## config.mk

```make
export PLATFORM = sky130hd
export DESIGN_NAME = vedic_multiplier_seq_flat
export DESIGN_NICKNAME = d
export VERILOG_FILES = /design/src/rtl/vedic_multiplier_seq_pkg.sv /design/src/rtl/vedic_multiplier_seq_if.sv /design/src/rtl/vedic_multiplier_seq_column_adder.sv /design/src/rtl/vedic_multiplier_seq.sv /design/src/flat_wrapper.sv
export SDC_FILE = /design/constraint.sdc
export NUM_CORES = 1
export LEC_CHECK = 0
export CORE_MARGIN = 3
export CORE_UTILIZATION = 56
export CTS_BUF_LIST = sky130_fd_sc_hd__clkbuf_8
export DETAILED_ROUTE_END_ITERATION = 8
export PLACE_DENSITY = 0.84
export SLEW_MARGIN = 20
export SYNTH_ARGS = -nofsm -noshare
export SYNTH_HDL_FRONTEND = slang
export SYNTH_SLANG_ARGS = --single-unit
```

## constraint.sdc

```tcl
create_clock -name clk -period 10.2 [get_ports clk]
set_input_delay 1.02 -clock clk [delete_from_list [all_inputs] [get_ports clk]]
set_output_delay 1.02 -clock clk [all_outputs]
set_load 0.02 [all_outputs]
```

## src/rtl/vedic_multiplier_seq_pkg.sv

```systemverilog
// Shared types and sizing helpers for the sequential Vedic multiplier.
// Optional signed operation is enabled by defining VEDIC_SIGNED_EN.
package vedic_pkg;

    localparam int MAX_WIDTH = 32;

    typedef enum logic [1:0] {
        IDLE,
        CALC,
        DONE
    } state_t;

    // A column sum is at most carry + WIDTH, which stays below 2*WIDTH.
    function automatic int carry_width(input int width);
        return $clog2(2 * width) + 1;
    endfunction

endpackage

```

## src/rtl/vedic_multiplier_seq_if.sv

```systemverilog
// Operand/result handshake bundle for vedic_multiplier_seq.
// signed_op exists only when VEDIC_SIGNED_EN is defined.
interface vedic_multiplier_seq_if #(
    parameter int WIDTH = 4
);
    logic               in_valid;
    logic               in_ready;
    logic [WIDTH-1:0]   A;
    logic [WIDTH-1:0]   B;
`ifdef VEDIC_SIGNED_EN
    logic               signed_op;
`endif
    logic               out_valid;
    logic               out_ready;
    logic [2*WIDTH-1:0] Produto;
    logic               busy;

    modport master (
        output in_valid, A, B, out_ready,
`ifdef VEDIC_SIGNED_EN
        output signed_op,
`endif
        input  in_ready, out_valid, Produto, busy
    );

    modport slave (
        input  in_valid, A, B, out_ready,
`ifdef VEDIC_SIGNED_EN
        input  signed_op,
`endif
        output in_ready, out_valid, Produto, busy
    );
endinterface

```

## src/rtl/vedic_multiplier_seq_column_adder.sv

```systemverilog
// Crosswise AND-and-popcount for one product column k, plus incoming carry.
module vedic_column_adder #(
    parameter int WIDTH = 4,
    parameter int CW    = 4,
    parameter int KW    = 3
) (
    input  logic [WIDTH-1:0] a,
    input  logic [WIDTH-1:0] b,
    input  logic [KW-1:0]    k,
    input  logic [CW-1:0]    carry,
    output logic [CW-1:0]    colsum
);
    // NOTE: every always_comb output gets a default first so no path leaves it unassigned (no latch).
    always_comb begin
        colsum = carry;
        for (int i = 0; i < WIDTH; i++) begin
            for (int j = 0; j < WIDTH; j++) begin
                if (i + j == int'(k)) begin
                    colsum = colsum + CW'(a[i] & b[j]);
                end
            end
        end
    end
endmodule

```

## src/rtl/vedic_multiplier_seq.sv

```systemverilog
// Sequential Urdhva-Tiryagbhyam multiplier: one product column per clock.
// Define VEDIC_SIGNED_EN to add two's-complement operation via signed_op.
module vedic_multiplier_seq
    import vedic_pkg::*;
#(
    parameter int WIDTH = 4
) (
    input  logic                 clk,
    input  logic                 rst,
    vedic_multiplier_seq_if.slave bus
);
    localparam int PW = 2 * WIDTH;
    localparam int CW = carry_width(WIDTH);
    localparam int KW = $clog2(PW);
    localparam logic [KW-1:0] K_LAST = KW'(PW - 2);

    if (WIDTH < 2 || WIDTH > MAX_WIDTH) begin : g_width_check
        $error("vedic_multiplier_seq: WIDTH %0d outside 2..%0d", WIDTH, MAX_WIDTH);
    end

    state_t            state_q, state_d;
    logic [WIDTH-1:0]  a_q, b_q, a_in, b_in;
    logic              neg_q, neg_in;
    logic [KW-1:0]     k_q;
    logic [CW-1:0]     carry_q, colsum;
    logic [PW-1:0]     prod_q, prod_col, prod_fin;
    logic              accept, last_col;
    logic              in_ready, out_valid, busy;

`ifdef VEDIC_SIGNED_EN
    // Magnitudes fit in WIDTH unsigned bits, including the most negative value.
    always_comb begin
        a_in   = bus.A;
        b_in   = bus.B;
        neg_in = 1'b0;
        if (bus.signed_op) begin
            a_in   = bus.A[WIDTH-1] ? -bus.A : bus.A;
            b_in   = bus.B[WIDTH-1] ? -bus.B : bus.B;
            neg_in = bus.A[WIDTH-1] ^ bus.B[WIDTH-1];
        end
    end
`else
    assign a_in   = bus.A;
    assign b_in   = bus.B;
    assign neg_in = 1'b0;
`endif

    vedic_column_adder #(.WIDTH(WIDTH), .CW(CW), .KW(KW)) u_col (
        .a      (a_q),
        .b      (b_q),
        .k      (k_q),
        .carry  (carry_q),
        .colsum (colsum)
    );

    assign accept   = bus.in_valid && in_ready;
    assign last_col = (k_q == K_LAST);

    always_comb begin
        state_d   = state_q;
        in_ready  = 1'b0;
        out_valid = 1'b0;
        busy      = 1'b0;
        case (state_q)
            IDLE: begin
                in_ready = 1'b1;
                if (bus.in_valid) state_d = CALC;
            end
            CALC: begin
                busy = 1'b1;
                if (last_col) state_d = DONE;
            end
            DONE: begin
                busy      = 1'b1;
                out_valid = 1'b1;
                if (bus.out_ready) state_d = IDLE;
            end
            default: state_d = IDLE;
        endcase
    end

    // The top column also deposits the final carry; sign is applied on that same load.
    always_comb begin
        prod_col         = prod_q;
        prod_col[k_q]    = colsum[0];
        if (last_col) prod_col[PW-1] = colsum[1];
        prod_fin = (last_col && neg_q) ? -prod_col : prod_col;
    end

    // NOTE: sequential state uses non-blocking assignments so every register samples pre-edge values.
    always_ff @(posedge clk) begin
        if (rst) state_q <= IDLE;
        else     state_q <= state_d;
    end

    always_ff @(posedge clk) begin
        if (rst) begin
            a_q     <= '0;
            b_q     <= '0;
            neg_q   <= 1'b0;
            k_q     <= '0;
            carry_q <= '0;
            prod_q  <= '0;
        end else if (accept) begin
            a_q     <= a_in;
            b_q     <= b_in;
            neg_q   <= neg_in;
            k_q     <= '0;
            carry_q <= '0;
        end else if (state_q == CALC) begin
            prod_q  <= prod_fin;
            carry_q <= colsum >> 1;
            k_q     <= k_q + 1'b1;
        end
    end

    assign bus.in_ready  = in_ready;
    assign bus.out_valid = out_valid;
    assign bus.busy      = busy;
    assign bus.Produto   = prod_q;
endmodule

```

## src/flat_wrapper.sv

```systemverilog
// flat-port wrapper written by rule: the top's interface ports become plain ports
module vedic_multiplier_seq_flat import vedic_pkg::*;
#(
    parameter int WIDTH = 4
)
  (clk, rst, bus_in_valid, bus_A, bus_B, bus_out_ready, bus_in_ready, bus_out_valid, bus_Produto, bus_busy);
  vedic_multiplier_seq_if #(.WIDTH(WIDTH)) bus_i ();
  input  logic clk;
  input  logic rst;
  input wire logic [$bits(bus_i.in_valid)-1:0] bus_in_valid;
  input wire logic [$bits(bus_i.A)-1:0] bus_A;
  input wire logic [$bits(bus_i.B)-1:0] bus_B;
  input wire logic [$bits(bus_i.out_ready)-1:0] bus_out_ready;
  output wire logic [$bits(bus_i.in_ready)-1:0] bus_in_ready;
  output wire logic [$bits(bus_i.out_valid)-1:0] bus_out_valid;
  output wire logic [$bits(bus_i.Produto)-1:0] bus_Produto;
  output wire logic [$bits(bus_i.busy)-1:0] bus_busy;
  assign bus_i.in_valid = bus_in_valid;
  assign bus_i.A = bus_A;
  assign bus_i.B = bus_B;
  assign bus_i.out_ready = bus_out_ready;
  assign bus_in_ready = bus_i.in_ready;
  assign bus_out_valid = bus_i.out_valid;
  assign bus_Produto = bus_i.Produto;
  assign bus_busy = bus_i.busy;
  vedic_multiplier_seq #(.WIDTH(WIDTH)) u_core (.clk(clk), .rst(rst), .bus(bus_i));
endmodule
```

Word level (Yosys, flattened, before mapping)
Cells that the tools add are included.
- latch bits: 0
- RAM bits: 0
- input bits: 12
- logic and storage cells: 89
- output and inout port bits: 11
- memories kept: 0
- register bits after elaboration: 24
- memory bits (read-only): 0
- shift operators: 0
- reduce and logical (&&, ||, !) cells: 8
- multiplexer cells: 27
- div/mod/pow operators: 0
- $add $sub $neg: 17
- bitwise logic cells: 17
- equal/unequal tests: 12
- order comparisons: 2
- $mul: 0
- operators with widths (cell ; number):
    $mux W4 ; 16
    $add A4 B1 Y4 ; 15
    $and A1 B1 Y1 ; 16
    $eq A3 B3 Y1 const A ; 4
    $bwmux W8 ; 1
    $eq A2 B3 Y1 const A ; 2
    $mux W2 ; 3
    $pmux W2 S3 ; 1
    $mux W1 ; 5
    $add A3 B1 Y4 ; 1
    $lt A3 B4 Y1 const B ; 1
    $ne A2 B2 Y1 const B ; 2
    $reduce_or A2 Y1 ; 2
    $add A3 B1 Y3 const B ; 1
    $demux W1 S3 ; 1
    $eq A3 B3 Y1 const B ; 1
    $ge A3 B1 Y1 const B ; 1
    $logic_not A3 Y1 ; 1
    $reduce_and A3 Y1 ; 1
    $eq A2 B1 Y1 const B ; 1
    $eq A2 B2 Y1 const B ; 1
    $logic_and A1 B1 Y1 ; 2
    $logic_not A2 Y1 ; 1
    $ne A2 B1 Y1 const B ; 1
    other kinds (2) ; 2

Logic depth before layout (Yosys ltp)
Gate-level depths: netlist of the first run.
- depth after elaboration: 35
- gate-level depth with buffers: 57
- mapped depth without buffers: 56

By module
From an unflattened synthesis of the first run, not the netlist that was laid out.
- cells, all modules: 356
- area total of the unflattened synthesis: 2926.6 sq um
- by module, submodules not included (module ; sequential area each (sq um) ; instances ; area an instance (sq um) ; cells an instance):
    vedic_column_adder ; 0.0 ; 1 ; 1811.7 ; 236
    vedic_multiplier_seq ; 480.5 ; 1 ; 1114.8 ; 120

Least setup slack after synthesis of the first run
No wires, ideal clock.
- kind: register to register
- from: register u_core.k_q[1]
- to: register u_core.carry_q[2]
- required time: 10.121 ns
- clock period less this slack: 11.302 ns
- library setup time: 0.079 ns
- setup slack: -1.102 ns
- stages on the path, launching flop included: 57
- data arrival time: 11.223 ns
- buffers on the path: 1
- path through: dfxtp_1 -> inv_1 -> ha_1 -> buf_6 -> nor2b_1 -> mux2_2 -> ha_1 -> ha_1 -> and3b_1 -> a221o_1 -> ha_1 -> a22oi_1 -> inv_1 -> ha_1 -> nor2b_1 -> a21oi_1 -> ha_1 -> nor3b_1 -> [... 21 more ...] -> ha_1 -> nand2_1 -> o21ai_0 -> ha_1 -> nand2_1 -> o21ai_0 -> a31o_2 -> ha_1 -> xnor2_1 -> nor2_1 -> xnor3_1 -> xnor3_1 -> a41o_1 -> xnor2_2 -> xnor3_1 -> xnor2_1 -> xnor3_1 -> a211oi_2
- longest elaborated chain between the ends: 32
- elaborated cells between the ends (all ways): 38
- those cells by class: add/sub: 15; eq/ne: 6; mux: 16; reduce/logical: 1
- ends and longest elaborated chain (element ; RTL line ; text):
    start, declared ; vedic_multiplier_seq.sv:24 ; logic [KW-1:0] k_q;
    start signal, assigned ; vedic_multiplier_seq.sv:113 ; k_q <= k_q + 1'b1;
    $logic_not A3 Y1 ; vedic_multiplier_seq_column_adder.sv:18 ; if (i + j == int'(k)) begin
    $mux W4 ; vedic_multiplier_seq_column_adder.sv:18 ;
    $add A4 B1 Y4 ; vedic_multiplier_seq_column_adder.sv:19 ; colsum = colsum + CW'(a[i] & b[j]);
    $mux W4 ; vedic_multiplier_seq_column_adder.sv:18 ;
    $add A4 B1 Y4 ; vedic_multiplier_seq_column_adder.sv:19 ;
    $mux W4 ; vedic_multiplier_seq_column_adder.sv:18 ;
    $add A4 B1 Y4 ; vedic_multiplier_seq_column_adder.sv:19 ;
    $mux W4 ; vedic_multiplier_seq_column_adder.sv:18 ;
    [... 16 more ...] ; n/a ;
    $add A4 B1 Y4 ; vedic_multiplier_seq_column_adder.sv:19 ;
    $mux W4 ; vedic_multiplier_seq_column_adder.sv:18 ;
    $add A4 B1 Y4 ; vedic_multiplier_seq_column_adder.sv:19 ;
    $mux W4 ; vedic_multiplier_seq_column_adder.sv:18 ;
    $add A4 B1 Y4 ; vedic_multiplier_seq_column_adder.sv:19 ;
    $mux W4 ; vedic_multiplier_seq_column_adder.sv:18 ;
    $add A4 B1 Y4 ; vedic_multiplier_seq_column_adder.sv:19 ;
    $mux W4 (*) ; vedic_multiplier_seq_column_adder.sv:18 ;
    end signal, assigned ; vedic_multiplier_seq.sv:112 ; carry_q <= colsum >> 1;
    end, declared ; vedic_multiplier_seq.sv:25 ; logic [CW-1:0] carry_q, colsum;
Mark *: on every way between the ends. The rest lies on a longest branch, timed or not.
A chain may end at the register's enable or synchronous reset.

Worst setup path after layout of the first run
- from: register u_core.k_q[0]
- to: register u_core.carry_q[2]
The elaborated chain is that of the path after synthesis.

==> results.cfg, run 1 <==
[layout]
fillCellCount = 242
register_area_um2 = 488
area.growth.synth_to_final_pct = 43.1
drive_gt1_share_pct = 32.9
final_common_cell = buf_4
stdcell_count = 554
nets = 538
antenna_cells = 0
mostFrequentLayoutCells = 64 x buf_4, 45 x nand2_1, 33 x nor2_1
multi_input_area_mm2 = 0.00299
final_area_mm2 = 0.00445

[sta]
slew_viol_final = 0
post-route-period-util_pct = 106
slew_headroom_pct = 36.0
setup_violations = 4
tightest_slew_ns = 0.952
fin_skew_ns = 0.00940
fin_hold_ws_ns = 0.511
period_minus_slack_ns = 10.77
rsz0062_at_grt = true
fmax_ghz = 0.0929
hold_viol_final = 0
timing.final.ws_setup_ns = -0.566

[clocking]
cts_tree = yes
clock_latency_ns = 0.28
clk_pin_slew_ns = 0.10
clock_sinks = 24
htreeDepth = 1
cts.path.max_buffers = 2
root_buffer = clkbuf_8
holdBufCountCts = 0
cts_made_buffers = 3

[setup_path]
cp_slowest_stage_delay_ns = 0.37
cpMaxStageDelayCell = xnor3_2
path_class = reg -> reg
r2r_end = u_core.carry_q[2]$_SDFFE_PP0N_
crit_top_cell = ha_4
cp-start-kind = flop
reg2regPathDepth = 55
critPathRequiredTime_ns = 10.41
reg2reg_slack_ns = -0.57
endpoint_kind = flop
worst_ep_arrival_time_ns = 10.97
r2r-start = u_core.k_q[0]$_SDFFE_PP0N_
cp_max_fo = 3

[power_and_ir_drop]
peakVddDrop_mv = 0.117
cellLeakagePower_nw = 1.97
power_density_mw_per_mm2 = 138

[min_path]
min_path_cells = 2
hold_start = u_core.bus.Produto[3]$_SDFFE_PP0P_
hold_path_end = u_core.bus.Produto[3]$_SDFFE_PP0P_
hold_path_class = reg -> reg

[synth]
yosysUniqueCellTypes = 61
syn-num-nets = 459
ys_async_sr_fraction_pct = 0
synth.cell_area_mm2 = 0.00311
synthCells = 406
synth_ff_type = dfxtp_1
synth-seq-cells = 24
ys_seq_area_share_pct = 15.5
synth-warning-count = 0
synth_edf_count = 0
syn_avg_cell_area_um2 = 7.66

[placement]
hpwl_um = 6330
dpl.cell_count = 503
placed_cell_area_mm2 = 0.00364
gp_congestion = 0.942
io_buffers = 22

[floorplanning]
design.core.area_mm2 = 0.00524
rows = 26
dieArea_mm2 = 0.00648
initial_core_util_pct = 59.4
die_w_um = 80.5
die_h_um = 80.5
io_pins = 23

[drt]
detail_route.first_pass.iterations = 7
vias = 3913
drc_errors = 0
finalWirelength_um = 13800
drtIter0Drc = 540
vias_per_cell = 7.06
ant_nets = 0
wl_per_cell_um = 24.9

[job]
maxCapViolations = 0

[global_routing]
grt_max_degree = 31
antenna_found_initial = 0
grt_pass1_wl_um = 17400
grt-ovfl-total = 0
grt_pass1_vias = 3507
grt.total_usage_pct = 34.6

[outcome]
status = finished with violations
violations = setup timing
-- cell usage after synthesis, types with 2 or more instances --
master / number / area (µm²)
nand3_1: 20 / 100
nand3b_1: 3 / 22.5
clkbuf_1: 13 / 48.8
nor2_1: 37 / 139
and3_1: 8 / 50.1
a21o_1: 2 / 15.0
o211ai_1: 4 / 30.0
dfxtp_1: 24 / 480
o21a_1: 4 / 30.0
and2_1: 19 / 119
inv_1: 14 / 52.6
a21oi_1: 25 / 125
buf_2: 2 / 10.0
mux2i_1: 10 / 100
or3_1: 2 / 12.5
a211oi_1: 5 / 37.5
buf_1: 3 / 11.3
o31ai_1: 4 / 30.0
ha_1: 41 / 513
xnor3_1: 5 / 113
nand2_1: 53 / 199
nor2b_1: 9 / 56.3
nor3_1: 4 / 20.0
a31o_2: 3 / 26.3
xor2_1: 9 / 78.8
xnor2_1: 15 / 131
a22oi_1: 5 / 37.5
nand2b_1: 6 / 37.5
mux2_2: 8 / 90.1
a31oi_1: 4 / 25.0
o21ai_0: 15 / 75.1
-- worst max-delay path, delay by kind of cell, from the launching register on --
kind,cells,cell delay (ns)
adders and majority gates,15,3.72
AOI/OAI and AO/OA,15,2.57
xor gates and xnor gates,7,1.59
and+or+nand+nor,13,1.57
muxes,2,0.62
DFF,1,0.34
buffers and inverters,3,0.25
-- worst max-delay path by stage --
stage	start	endpoint	slack, ns	depth (start not counted)
global placement	u_core.b_q[0]$_SDFFE_PP0P_	u_core.carry_q[2]$_SDFFE_PP0N_	-0.07	55
finish	u_core.k_q[0]$_SDFFE_PP0N_	u_core.carry_q[2]$_SDFFE_PP0N_	-0.57	55
detailed placement	u_core.b_q[0]$_SDFFE_PP0P_	u_core.carry_q[2]$_SDFFE_PP0N_	-0.37	55
global route	u_core.k_q[1]$_SDFFE_PP0N_	u_core.carry_q[2]$_SDFFE_PP0N_	-0.85	55
CTS	u_core.k_q[0]$_SDFFE_PP0N_	u_core.carry_q[2]$_SDFFE_PP0N_	-0.21	55
floorplan	u_core.k_q[1]$_SDFFE_PP0N_	u_core.carry_q[2]$_SDFFE_PP0N_	0.004	57
-- metal layers --
layer	GRT usage, %	vias to the layer above	wire [µm]
li1	-	1592	-
met1	39.9	1781	4750
met2	57.9	397	5900
met3	7.29	143	1790
met4	21.5	0	1350
met5	0	-	0
-- final cells by class --
cell class              count  share of cell area (%)
multi-input cells         349                    67.1
inverters                  14                    1.24
flip-flops and latches     24                    11.0
repair buffers             93                    17.5
well taps                  70                    1.97
clock buffers               4                    1.24
-- registers in the layout, indices dropped and copies added (netlist names) --
signal and count:
u_core.k_q 3, u_core.carry_q 3, u_core.b_q 4, u_core.bus.Produto 8
u_core.a_q 4, u_core.state_q 2
-- through the flow --
| step | total power, mW | worst slack, ns | setup TNS (ns) | utilization, % |
|---|---|---|---|---|
| 6_report | 0.613 | -0.566 | -1.14 | 85.0 |
| 5_1_grt | 0.633 | -0.851 | -3.03 | 85.0 |
| 4_1_cts | 0.499 | -0.214 | -0.240 | 78.5 |
| 3_5_place_dp | 0.373 | -0.375 | -0.669 | 69.4 |
| 3_3_place_gp | 0.362 | -0.0747 | -0.0747 | 69.4 |
| 2_1_floorplan | 0.296 | 0.00390 | 0 | - |
-- repair_timing --
| item | in CTS | in global routing |
|---|---|---|
| pin swaps | 25 | 38 |
| cloned | 0 | 0 |
| endpoints found under the setup margin | 4 | 7 |
| buffers inserted | 43 | 12 |
| resized for setup | 15 | 55 |
-- logic make-up (layout without fill, tap and decap cells) --
kind of cell	after synthesis	count (layout)	share of synthesized area, %
AND/OR/NAND/NOR	171	171	27.0
multiplexers	18	18	6.12
buffers and inverters	33	111	4.31
flip-flops	24	24	15.5
AO/OA/AOI/OAI	87	87	18.5
XOR/XNOR	32	32	12.2
adder cells (fa/ha/maj)	41	41	16.5
-- power by group --
part / switching [mW] / leakage (nW) / internal, mW
sequential: 0.00924 / 0.197 / 0.101
combinational: 0.223 / 1.75 / 0.209
clock: 0.0361 / 0.0288 / 0.0347
Power figures use the tool's default switching activity.
==> run 2, diff against run 1 <==
CORE_UTILIZATION = 59   (was 56)
DONT_BUFFER_PORTS = 1   (was unset)
PLACE_DENSITY = 0.82   (was 0.84)
==> run 2 against run 1 <==
  * Clock skew shrank 0.0011 ns
  * Final cell count is 5.8% lower
  * The run still ends with setup timing left
  * Worst hold slack got worse by 0.015 ns
  * Highest routed layer unchanged
  * Critical endpoint unchanged
==> results.cfg, run 2 (same netlist as run 1, synthesis figures left out) <==
[outcome]
status = finished with violations
violations = setup timing

[clocking]
cts_tree = yes
cts_made_buffers = 3
cts.path.max_buffers = 2
clk_pin_slew_ns = 0.09
clock_sinks = 24
root_buffer = clkbuf_8
clock_latency_ns = 0.28
htreeDepth = 1
holdBufCountCts = 0

[sta]
hold_viol_final = 0
setup_violations = 1
slew_headroom_pct = 40.4
slew_viol_final = 0
timing.final.ws_setup_ns = -0.220
rsz0062_at_grt = true
fmax_ghz = 0.0960
post-route-period-util_pct = 102
period_minus_slack_ns = 10.42
fin_skew_ns = 0.00833
tightest_slew_ns = 0.887

[floorplanning]
die_h_um = 78.6
die_w_um = 78.6
initial_core_util_pct = 63.3
dieArea_mm2 = 0.00618
io_pins = 23
rows = 25
design.core.area_mm2 = 0.00491

[drt]
finalWirelength_um = 10800
drc_errors = 0
drtIter0Drc = 429
vias = 3479
vias_per_cell = 6.66
ant_nets = 0
wl_per_cell_um = 20.7
detail_route.first_pass.iterations = 6

[global_routing]
grt-ovfl-total = 0
grt_max_degree = 31
grt_pass1_vias = 3123
grt_pass1_wl_um = 15000
grt.total_usage_pct = 30.3
antenna_found_initial = 0

[min_path]
hold_start = u_core.a_q[3]$_SDFFE_PP0P_
hold_path_end = u_core.a_q[3]$_SDFFE_PP0P_
hold_path_class = reg -> reg
min_path_cells = 2

[setup_path]
worst_ep_arrival_time_ns = 10.63
cp_max_fo = 3
cp_slowest_stage_delay_ns = 0.36
crit_top_cell = ha_4
path_class = reg -> reg
cp-start-kind = flop
crit_path_start = u_core.k_q[1]$_SDFFE_PP0N_
critPathRequiredTime_ns = 10.41
endpoint_kind = flop
reg2reg_slack_ns = -0.22
cpMaxStageDelayCell = dfxtp_4
r2r_end = u_core.carry_q[2]$_SDFFE_PP0N_
r2r-start = u_core.k_q[1]$_SDFFE_PP0N_
reg2regPathDepth = 55

[power_and_ir_drop]
peakVddDrop_mv = 0.126
power_density_mw_per_mm2 = 136
cellLeakagePower_nw = 1.82

[layout]
final_common_cell = buf_4
area.growth.synth_to_final_pct = 30.6
mostFrequentLayoutCells = 63 x buf_4, 45 x nand2_1, 33 x nor2_1
final_area_mm2 = 0.00406
largest_reg_flops = 8
stdcell_count = 522
nets = 509
drive_gt1_share_pct = 32.5
antenna_cells = 0
final_core_util_pct = 82.7

[placement]
placed_cell_area_mm2 = 0.00345
hpwl_um = 6230
dp_slack_ns = -0.268
io_buffers = 0
gp_congestion = 0.927
dpl.cell_count = 483

[job]
maxCapViolations = 0
-- run 2: layout make-up --
type | instances | area (µm²)
well taps | 67 | 83.8
fillers | 262 | 851
repair buffers | 64 | 484
clock buffers | 3 | 41.3
multi-input cells | 349 | 2880
flip-flops and latches | 24 | 487
clock inverters | 1 | 30.0
inverters | 14 | 55.1
-- run 2: layer usage --
metal | wire length, µm | track usage, % | vias up
met5 | 0 | 0 | -
met4 | 483 | 11.2 | 0
met3 | 1040 | 2.98 | 61
met2 | 5190 | 54.4 | 266
met1 | 4080 | 37.2 | 1625
li1 | - | - | 1527
-- run 2: stage by stage --
step | power [mW] | setup TNS (ns) | hold WS [ns]
after floorplan | 0.296 | 0 | 0.457
after global placement | 0.353 | -0.00303 | 0.471
after detailed placement | 0.363 | -0.316 | 0.474
after CTS | 0.470 | -0.0203 | 0.488
after global routing | 0.579 | -0.869 | 0.544
final | 0.554 | -0.220 | 0.496
-- run 2: critical path, delay by kind of cell (launching register included) --
family          cells  cell delay (ns)
buf+inv             3             0.22
fa+ha+maj          15             3.57
xor+xnor            7             1.59
compound gates     15             2.44
simple gates       13             1.52
mux                 2             0.62
flops               1             0.36
-- run 2: how the worst max path moves through the flow --
stage                                          end
floorplan           u_core.carry_q[2]$_SDFFE_PP0N_
global placement    u_core.carry_q[2]$_SDFFE_PP0N_
detailed placement  u_core.carry_q[2]$_SDFFE_PP0N_
CTS                 u_core.carry_q[2]$_SDFFE_PP0N_
global route        u_core.carry_q[2]$_SDFFE_PP0N_
finish              u_core.carry_q[2]$_SDFFE_PP0N_
-- run 2: power breakdown --
| part | internal, mW | total [mW] | switching [mW] |
|---|---|---|---|
| sequential | 0.101 | 0.110 | 0.00922 |
| combinational | 0.175 | 0.359 | 0.183 |
| clock | 0.0526 | 0.0853 | 0.0327 |
-- run 2: repair_timing --
item	4_1_cts	5_1_grt
endpoints found under the hold margin	0	0
setup endpoints to repair	4	4
gates resized for setup	18	31
pin swaps	18	35
buffers inserted	19	17
==> run 3, diff against run 2 <==
CTS_CLUSTER_DIAMETER = 100   (was unset)
==> results of run 3 <==
The final DEF is identical to that of run 2; final timing and power are the same.
